File: src/rtl/alu_pipe_hs.sv
// Two-stage pipelined ALU with valid/ready handshakes on both sides.
// It provides Z/C/V flags and an accumulator for chained operations.
module alu_pipe_hs #(
    parameter int N      = 8,
    parameter bit ACC_EN = 1'b1
) (
    input  logic         clk,
    input  logic         rst_n,
    input  logic         in_valid,
    output logic         in_ready,
    input  logic [2:0]   op,
    input  logic [N-1:0] in0,
    input  logic [N-1:0] in1,
    output logic         out_valid,
    input  logic         out_ready,
    output logic [N-1:0] out,
    output logic         flag_z,
    output logic         flag_c,
    output logic         flag_v,
    output logic [N-1:0] acc
);

    typedef enum logic [2:0] {
        OP_ADD     = 3'b000,
        OP_OR      = 3'b001,
        OP_SUB     = 3'b010,
        OP_XOR     = 3'b011,
        OP_AND     = 3'b100,
        OP_ACC_ADD = 3'b101,
        OP_ACC_LD  = 3'b110,
        OP_PASS    = 3'b111
    } op_e;

    logic         s1_valid;
    op_e          s1_op;
    logic [N-1:0] s1_a;
    logic [N-1:0] s1_b;
    logic         s2_valid;

    logic         adv1;
    logic         adv2;

    op_e          eff_op;
    logic [N-1:0] add_a;
    logic [N:0]   sum;
    logic [N-1:0] diff;
    logic [N-1:0] res;
    logic         res_c;
    logic         res_v;
    logic         acc_we;

    assign adv2      = !s2_valid || out_ready;
    assign adv1      = s1_valid && adv2;
    assign in_ready  = !s1_valid || adv2;
    assign out_valid = s2_valid;

    // Without the accumulator, both acc opcodes behave as a plain ADD.
    always_comb begin
        eff_op = s1_op;
        if (!ACC_EN && (s1_op == OP_ACC_ADD || s1_op == OP_ACC_LD)) begin
            eff_op = OP_ADD;
        end
    end

    always_comb begin
        add_a  = (eff_op == OP_ACC_ADD) ? acc : s1_a;
        sum    = {1'b0, add_a} + {1'b0, s1_b};
        diff   = s1_a - s1_b;
        res    = '0;
        res_c  = 1'b0;
        res_v  = 1'b0;
        acc_we = 1'b0;
        case (eff_op)
            OP_ADD, OP_ACC_ADD: begin
                res    = sum[N-1:0];
                res_c  = sum[N];
                res_v  = (add_a[N-1] == s1_b[N-1]) && (sum[N-1] != add_a[N-1]);
                acc_we = (eff_op == OP_ACC_ADD);
            end
            OP_SUB: begin
                res   = diff;
                res_c = (s1_a < s1_b);
                res_v = (s1_a[N-1] != s1_b[N-1]) && (diff[N-1] != s1_a[N-1]);
            end
            OP_OR:     res = s1_a | s1_b;
            OP_XOR:    res = s1_a ^ s1_b;
            OP_AND:    res = s1_a & s1_b;
            OP_ACC_LD: begin
                res    = s1_b;
                acc_we = 1'b1;
            end
            OP_PASS:   res = s1_a;
            default:   res = '0;
        endcase
    end

    // Stage 1 refills whenever it is empty or is draining into stage 2 this cycle.
    always_ff @(posedge clk or negedge rst_n) begin
        if (!rst_n) begin
            s1_valid <= 1'b0;
            s1_op    <= OP_ADD;
            s1_a     <= '0;
            s1_b     <= '0;
        end else if (in_ready) begin
            s1_valid <= in_valid;
            if (in_valid) begin
                s1_op <= op_e'(op);
                s1_a  <= in0;
                s1_b  <= in1;
            end
        end
    end

    // The accumulator commits only when its op moves into the output stage.
    always_ff @(posedge clk or negedge rst_n) begin
        if (!rst_n) begin
            s2_valid <= 1'b0;
            out      <= '0;
            flag_z   <= 1'b0;
            flag_c   <= 1'b0;
            flag_v   <= 1'b0;
            acc      <= '0;
        end else begin
            if (adv2) begin
                s2_valid <= s1_valid;
            end
            if (adv1) begin
                out    <= res;
                flag_z <= (res == '0);
                flag_c <= res_c;
                flag_v <= res_v;
                if (acc_we) begin
                    acc <= res;
                end
            end
        end
    end

endmodule

File: config.mk
export PLATFORM = sky130hd
export DESIGN_NAME = alu_pipe_hs
export DESIGN_NICKNAME = d
export VERILOG_FILES = /design/src/rtl/alu_pipe_hs.sv
export SDC_FILE = /design/constraint.sdc
export NUM_CORES = 1
export LEC_CHECK = 0
export CORE_MARGIN = 8
export CORE_UTILIZATION = 55
export CTS_CLUSTER_SIZE = 8
export DETAILED_ROUTE_END_ITERATION = 10
export PLACE_DENSITY_LB_ADDON = 0.12
export SLEW_MARGIN = 20
export SYNTH_ARGS = -nofsm -noshare
export SYNTH_HDL_FRONTEND = slang
export SYNTH_SLANG_ARGS = --single-unit
File: constraint.sdc
create_clock -name clk -period 3.4 [get_ports clk]
set_input_delay 0.51 -clock clk [delete_from_list [all_inputs] [get_ports clk]]
set_output_delay 0.51 -clock clk [all_outputs]
set_load 0.1 [all_outputs]
==> results of run 1 <==
[registers in the layout, indices dropped and copies added (netlist names)]
signal     flops
s1_b           8
out_valid      1
eff_op         3
acc            8
flag_v         1
s1_a           8
flag_z         1
flag_c         1
out            8
s1_valid       1
[metrics by stage]
stage	hold WS (ns)	utilization, %	setup WS [ns]
2_1_floorplan	0.214	-	0.00130
3_3_place_gp	0.461	65.7	0.421
3_5_place_dp	0.462	65.7	0.215
4_1_cts	0.372	67.8	0.192
5_1_grt	0.416	67.8	0.0698
6_report	0.320	67.8	0.222
[area by class of cell]
cell class	count	area, µm²	share of cell area (%)
well taps	72	90.1	2.44
clock inverters	3	42.5	1.15
flip-flops and latches	40	1000	27.2
repair buffers	49	468	12.7
multi-input cells	251	1930	52.2
clock buffers	5	68.8	1.87
inverters	24	90.1	2.44
[routing by layer]
| metal | wire, µm | up-vias |
|---|---|---|
| met5 | 0 | - |
| met4 | 125 | 0 |
| met3 | 497 | 10 |
| met2 | 3730 | 69 |
| met1 | 3500 | 1240 |
| li1 | - | 1248 |
[report_power, final]
part           switching, µW  internal [µW]  leakage, µW
registers                125            604     0.000475
logic                   1270            573      0.00112
clock network            183            217    0.0000541
total                   1580           1390      0.00165
[worst max-delay path: stages (launching register included)]
cell	delay [ns]
dfrtp_1	0.39
nor2b_2	0.17
nand2_2	0.20
mux2_2	0.37
ha_1	0.21
fa_1	0.41
xor2_1	0.19
a222oi_1	0.44
nand2_1	0.13
nor3_1	0.20
o2111ai_1	0.15
o31ai_2	0.22
[layout by cell type (no fill, tap or decap), types with 9 or more instances in the layout]
cell	count
o21ai_0	17
inv_1	24
clkdlybuf4s50_1	41
nor2_1	17
nand3_1	9
nand2_1	35
dfrtp_1	40
a21oi_1	15
mux2_2	34
ha_1	33
[worst max-delay path by stage]
| stage | slack, ns | from | endpoint | cells after the start |
|---|---|---|---|---|
| global route | 0.07 | eff_op[2]$_DFFE_PN0P_ | flag_z$_DFFE_PN0P_ | 11 |
| floorplan | 0.001 | out_valid$_DFFE_PN0P_ | eff_op[0]$_DFFE_PN0P_ | 4 |
| global placement | 0.42 | eff_op[2]$_DFFE_PN0P_ | flag_z$_DFFE_PN0P_ | 11 |
| finish | 0.22 | eff_op[2]$_DFFE_PN0P_ | flag_z$_DFFE_PN0P_ | 11 |
| CTS | 0.19 | eff_op[2]$_DFFE_PN0P_ | flag_z$_DFFE_PN0P_ | 11 |
| detailed placement | 0.22 | eff_op[2]$_DFFE_PN0P_ | flag_z$_DFFE_PN0P_ | 11 |
[kinds of logic after synthesis]
logic type	count (synthesis)	synth area share (%)
compound gates	70	15.5
xor+xnor	12	3.42
fa+ha+maj	35	14.8
buf+inv	36	4.69
flops	40	32.6
mux	38	13.8
simple gates	96	15.3
==> impl_metrics.py, run 1 <==
metrics = {
    "layout": {
        "final_cells": 444,
        "diodes": 0,
        "fin_nets": 429,
        "drive_gt1_share_pct": 15.1,
        "final_cell_area_um2": 3690,
        "syn2layout_area_growth_pct": 20.0,
        "nFillCells": 447,
    },
    "synth": {
        "synth_seq_cells": 40,
        "ys_warn_count": 0,
        "synthTopCellsByCount": "dfrtp_1, nand2_1, mux2_2",
        "netlist.top_cell.by_area": "dfrtp_1",
        "synth_nets": 385,
        "ys_seq_area_share_pct": 32.6,
        "synth_most_common_cell": "dfrtp_1",
        "synthFlopType": "dfrtp_1",
        "async_flop_share_pct": 100,
        "synth_top_area_share_pct": 32.6,
        "synth_cell_types": 54,
        "ys_top_cells_by_area": "dfrtp_1, ha_1, mux2_2",
        "syn-mean-instance-area_um2": 9.39,
        "synth_edf_count": 0,
        "synth_area_um2": 3070,
        "synth_cells": 327,
    },
    "detailed_routing": {
        "wirelength_mm": 7.85,
        "drc": 0,
        "vias": 2567,
        "first_iter_violations": 238,
        "viasPerCell": 5.78,
        "wl_per_cell_um": 17.7,
        "drtAntennaViolNets": 0,
        "first_pass_iters": 4,
    },
    "timing": {
        "worst_clock_skew_ns": 0.00782,
        "max_slew_margin_pct": 33.7,
        "worst_pin_slew_ns": 0.992,
        "setup_viol": 0,
        "finalCritPeriodShare_pct": 93.5,
        "tns_ns": 0,
        "fin_crit_ns": 3.18,
        "rsz0062_at_grt": "false",
        "hold_viol": 0,
        "fmax_mhz": 315,
        "final_max_slew_viol_count": 0,
    },
    "flow_run": {
        "cap_violations": 0,
    },
    "clock_tree": {
        "clock_tree.buffer_depth": 2,
        "root_buffer": "clkbuf_8",
        "htreeDepth": 2,
        "hold_buffers": 0,
        "cts-buffers-inserted": 5,
        "path_clk_slew_ns": 0.09,
        "cts_tree": "built",
        "post_cts_buffers": 0,
        "cts_resized": 0,
        "clock_sinks": 40,
        "insertion_delay_ns": 0.30,
    },
    "worst_setup_path": {
        "cp_data_required_time_ns": 3.61,
        "cp-start-kind": "register",
        "worstReg2RegEnd": "flag_z$_DFFE_PN0P_",
        "reg2reg_depth": 11,
        "arrival_ns": 3.39,
        "cp_max_fo": 8,
        "rrSetupSlack_ns": 0.22,
        "r2r_start": "eff_op[2]$_DFFE_PN0P_",
        "critPathKind": "reg -> reg",
        "cp-end-kind": "register",
    },
    "floorplanning": {
        "design.die.area_um2": 8230,
        "die_width_um": 90.7,
        "core_area_um2": 5440,
        "rows": 27,
        "fp.dieH_um": 90.7,
        "start_util_pct": 56.5,
        "ios": 44,
    },
    "run_status": {
        "status": "completed",
    },
    "place": {
        "place_area_um2": 3570,
        "place.gp.congestion": 0.905,
        "io_buffers": 43,
        "dp_cells": 436,
        "dp_hpwl_mm": 5.83,
    },
    "power_and_ir_drop": {
        "p_per_area_nw_per_um2": 806,
        "p_leak_uw": 0.00165,
        "worst_ir_drop_vdd_uv": 733,
        "p_total_uw": 2970,
    },
    "global_routing": {
        "grt_max_degree": 41,
        "gr-usage-met3_pct": 4.24,
        "grt_use_total_pct": 19.4,
        "gr-total-overflow": 0,
        "grt_first_pass_wirelength_mm": 13.2,
        "met2_usage_pct": 32.6,
        "grtUsageMet1_pct": 24.3,
        "grt_pass1_vias": 2714,
        "grt_busiest_layer": "met2",
        "grt_antenna_before_repair": 0,
    },
    "min_path": {
        "hold_path.class": "in -> async",
    },
}
Power figures use the tool's default switching activity.
==> run 2: changes to the inputs <==
--- a/config.mk
+++ b/config.mk
@@ -6,7 +6,7 @@
 export NUM_CORES = 1
 export LEC_CHECK = 0
 export CORE_MARGIN = 8
-export CORE_UTILIZATION = 55
+export CORE_UTILIZATION = 40
 export CTS_CLUSTER_SIZE = 8
 export DETAILED_ROUTE_END_ITERATION = 10
 export PLACE_DENSITY_LB_ADDON = 0.12
==> run 2 against run 1 <==
Maximum frequency increased by 2.1%; register-to-register slack better by 0.07 ns; core utilization down 19 points; routed wire length shrank 1.6%; cell count up 6.8%; via count shrank 0.82%; sequential share of layout area is 0.11 points lower; global-route usage down 4.3 points; non-clock buffer count is 1 higher.
==> impl_metrics.py, run 2 (synthesis results as in run 1) <==
metrics = {
    "run_status": {
        "status": "completed",
    },
    "timing": {
        "rsz0062_at_grt": "false",
        "setup_viol": 0,
        "tns_ns": 0,
        "hold_viol": 0,
        "max_slew_margin_pct": 34.6,
        "final_max_slew_viol_count": 0,
        "worst_clock_skew_ns": 0.0136,
        "fmax_mhz": 321,
        "worst_pin_slew_ns": 0.979,
        "finalCritPeriodShare_pct": 91.5,
        "fin_crit_ns": 3.11,
    },
    "min_path": {
        "hold_path.class": "in -> async",
    },
    "detailed_routing": {
        "viasPerCell": 5.37,
        "first_iter_violations": 122,
        "first_pass_iters": 4,
        "drc": 0,
        "drtAntennaViolNets": 0,
        "vias": 2546,
        "wirelength_mm": 7.72,
        "wl_per_cell_um": 16.3,
    },
    "place": {
        "io_buffers": 43,
        "dp_cells": 467,
        "place_area_um2": 3620,
        "dp_hpwl_mm": 5.88,
        "place.gp.congestion": 0.865,
    },
    "clock_tree": {
        "hold_buffers": 0,
        "htreeDepth": 2,
        "root_buffer": "clkbuf_8",
        "clock_tree.buffer_depth": 2,
        "path_clk_slew_ns": 0.09,
        "insertion_delay_ns": 0.30,
        "post_cts_buffers": 0,
        "cts-buffers-inserted": 5,
        "clock_sinks": 40,
        "cts_tree": "built",
        "cts_resized": 0,
    },
    "floorplanning": {
        "fp.dieH_um": 104,
        "design.die.area_um2": 10700,
        "start_util_pct": 40.6,
        "rows": 32,
        "ios": 44,
        "core_area_um2": 7570,
        "die_width_um": 104,
    },
    "layout": {
        "nFillCells": 712,
        "drive_gt1_share_pct": 15.1,
        "final_cell_area_um2": 3700,
        "final_core_util_pct": 48.9,
        "fin_nets": 430,
        "final_cell_mix": "clkdlybuf4s50_1, dfrtp_1, nand2_1",
        "multiInputGateArea_um2": 1930,
        "regArea_um2": 1000,
        "final_cells": 474,
        "final_common_cell": "clkdlybuf4s50_1",
        "syn2layout_area_growth_pct": 20.5,
        "diodes": 0,
    },
    "worst_setup_path": {
        "cp_max_fo": 8,
        "cp_data_required_time_ns": 3.60,
        "cp-start-kind": "register",
        "arrival_ns": 3.32,
        "slowest_stage": "fa_1",
        "path_cells": "nor2b_2 > nand2_2 > mux2_2 > ha_1 > fa_1 > xor2_1 > a222oi_1 > nand2_1 > nor3_1 > o2111ai_1 > o31ai_2",
        "rrSetupSlack_ns": 0.29,
        "cp-end-kind": "register",
        "crit_path_max_incr_delay_ns": 0.42,
        "critPathKind": "reg -> reg",
        "crit_family": "simple AND/OR/NAND/NOR gates",
        "crit_buf_inv": 0,
    },
    "global_routing": {
        "grt_antenna_before_repair": 0,
        "grt_first_pass_wirelength_mm": 13.5,
        "gr-total-overflow": 0,
        "grt_max_degree": 41,
        "grt_pass1_vias": 2689,
        "grt_use_total_pct": 15.1,
    },
    "power_and_ir_drop": {
        "pwr-share-clk_pct": 11.2,
        "worst_ir_drop_vdd_uv": 441,
        "internal_power_uw": 1320,
        "sequentialPowerShare_pct": 25.3,
        "p_leak_uw": 0.00164,
        "p_sw_share_pct": 54.1,
        "p_total_uw": 2880,
        "pwr-share-comb_pct": 63.5,
        "p_per_area_nw_per_um2": 777,
        "p_switching_uw": 1560,
    },
    "flow_run": {
        "cap_violations": 0,
    },
}
run 2: cell count changes in the layout (fill, tap and decap cells not counted):
| cell | delta |
|---|---|
| buf_4 | +1 |
| bufinv_16 | -1 |
run 2: final cells by class:
class / count / share of cell area [%]
Sequential cell: 40 / 27.0
Tap cell: 102 / 3.45
Clock inverter: 2 / 0.338
Inverter: 24 / 2.43
Clock buffer: 5 / 1.86
Timing Repair Buffer: 50 / 12.8
Multi-Input combinational cell: 251 / 52.0
run 2: final timing paths:
| path | startpoint | endpoint | cells past startpoint |
|---|---|---|---|
| worst min register to register | out[4]$_DFFE_PN0P_ | out[4]$_DFFE_PN0P_ | 2 |
| worst max-delay path | eff_op[2]$_DFFE_PN0P_ | flag_z$_DFFE_PN0P_ | 11 |
| max in group asynchronous | rst_n | out[6]$_DFFE_PN0P_ | 1 |
| worst max register to register | eff_op[2]$_DFFE_PN0P_ | flag_z$_DFFE_PN0P_ | 11 |
| worst min-delay path | rst_n | s1_b[4]$_DFFE_PN0P_ | 1 |
| min in group clk | out[4]$_DFFE_PN0P_ | out[4]$_DFFE_PN0P_ | 2 |
run 2: per-layer routing:
metal	global-route usage (%)	wire length [µm]
met3	3.10	213
met2	25.8	3780
met5	0	0
met1	18.5	3590
met4	4.83	135
run 2: metrics by stage:
step	setup slack [ns]	hold slack [ns]
after global placement	0.461	0.463
after detailed placement	0.328	0.473
after global routing	0.131	0.423
after CTS	0.289	0.373
after floorplan	0.00130	0.214
final	0.288	0.332
run 2: power by group through the flow:
stage / clock (µW) / sequential [µW] / combinational (µW)
finish: 321 / 727 / 1830
global placement: 0 / 739 / 1820
global route: 350 / 751 / 1960
CTS: 332 / 730 / 1840
floorplan: 0 / 1400 / 716
detailed placement: 0 / 739 / 1830
==> run 3: changes to the inputs <==
--- a/config.mk
+++ b/config.mk
@@ -5,11 +5,13 @@
 export SDC_FILE = /design/constraint.sdc
 export NUM_CORES = 1
 export LEC_CHECK = 0
+export CAP_MARGIN = 0
 export CORE_MARGIN = 8
 export CORE_UTILIZATION = 40
 export CTS_CLUSTER_SIZE = 8
 export DETAILED_ROUTE_END_ITERATION = 10
 export PLACE_DENSITY_LB_ADDON = 0.12
+export SKIP_LAST_GASP = 1
 export SLEW_MARGIN = 20
 export SYNTH_ARGS = -nofsm -noshare
 export SYNTH_HDL_FRONTEND = slang
==> results of run 3 <==
Final layout, timing and power as in run 2 (identical DEF).
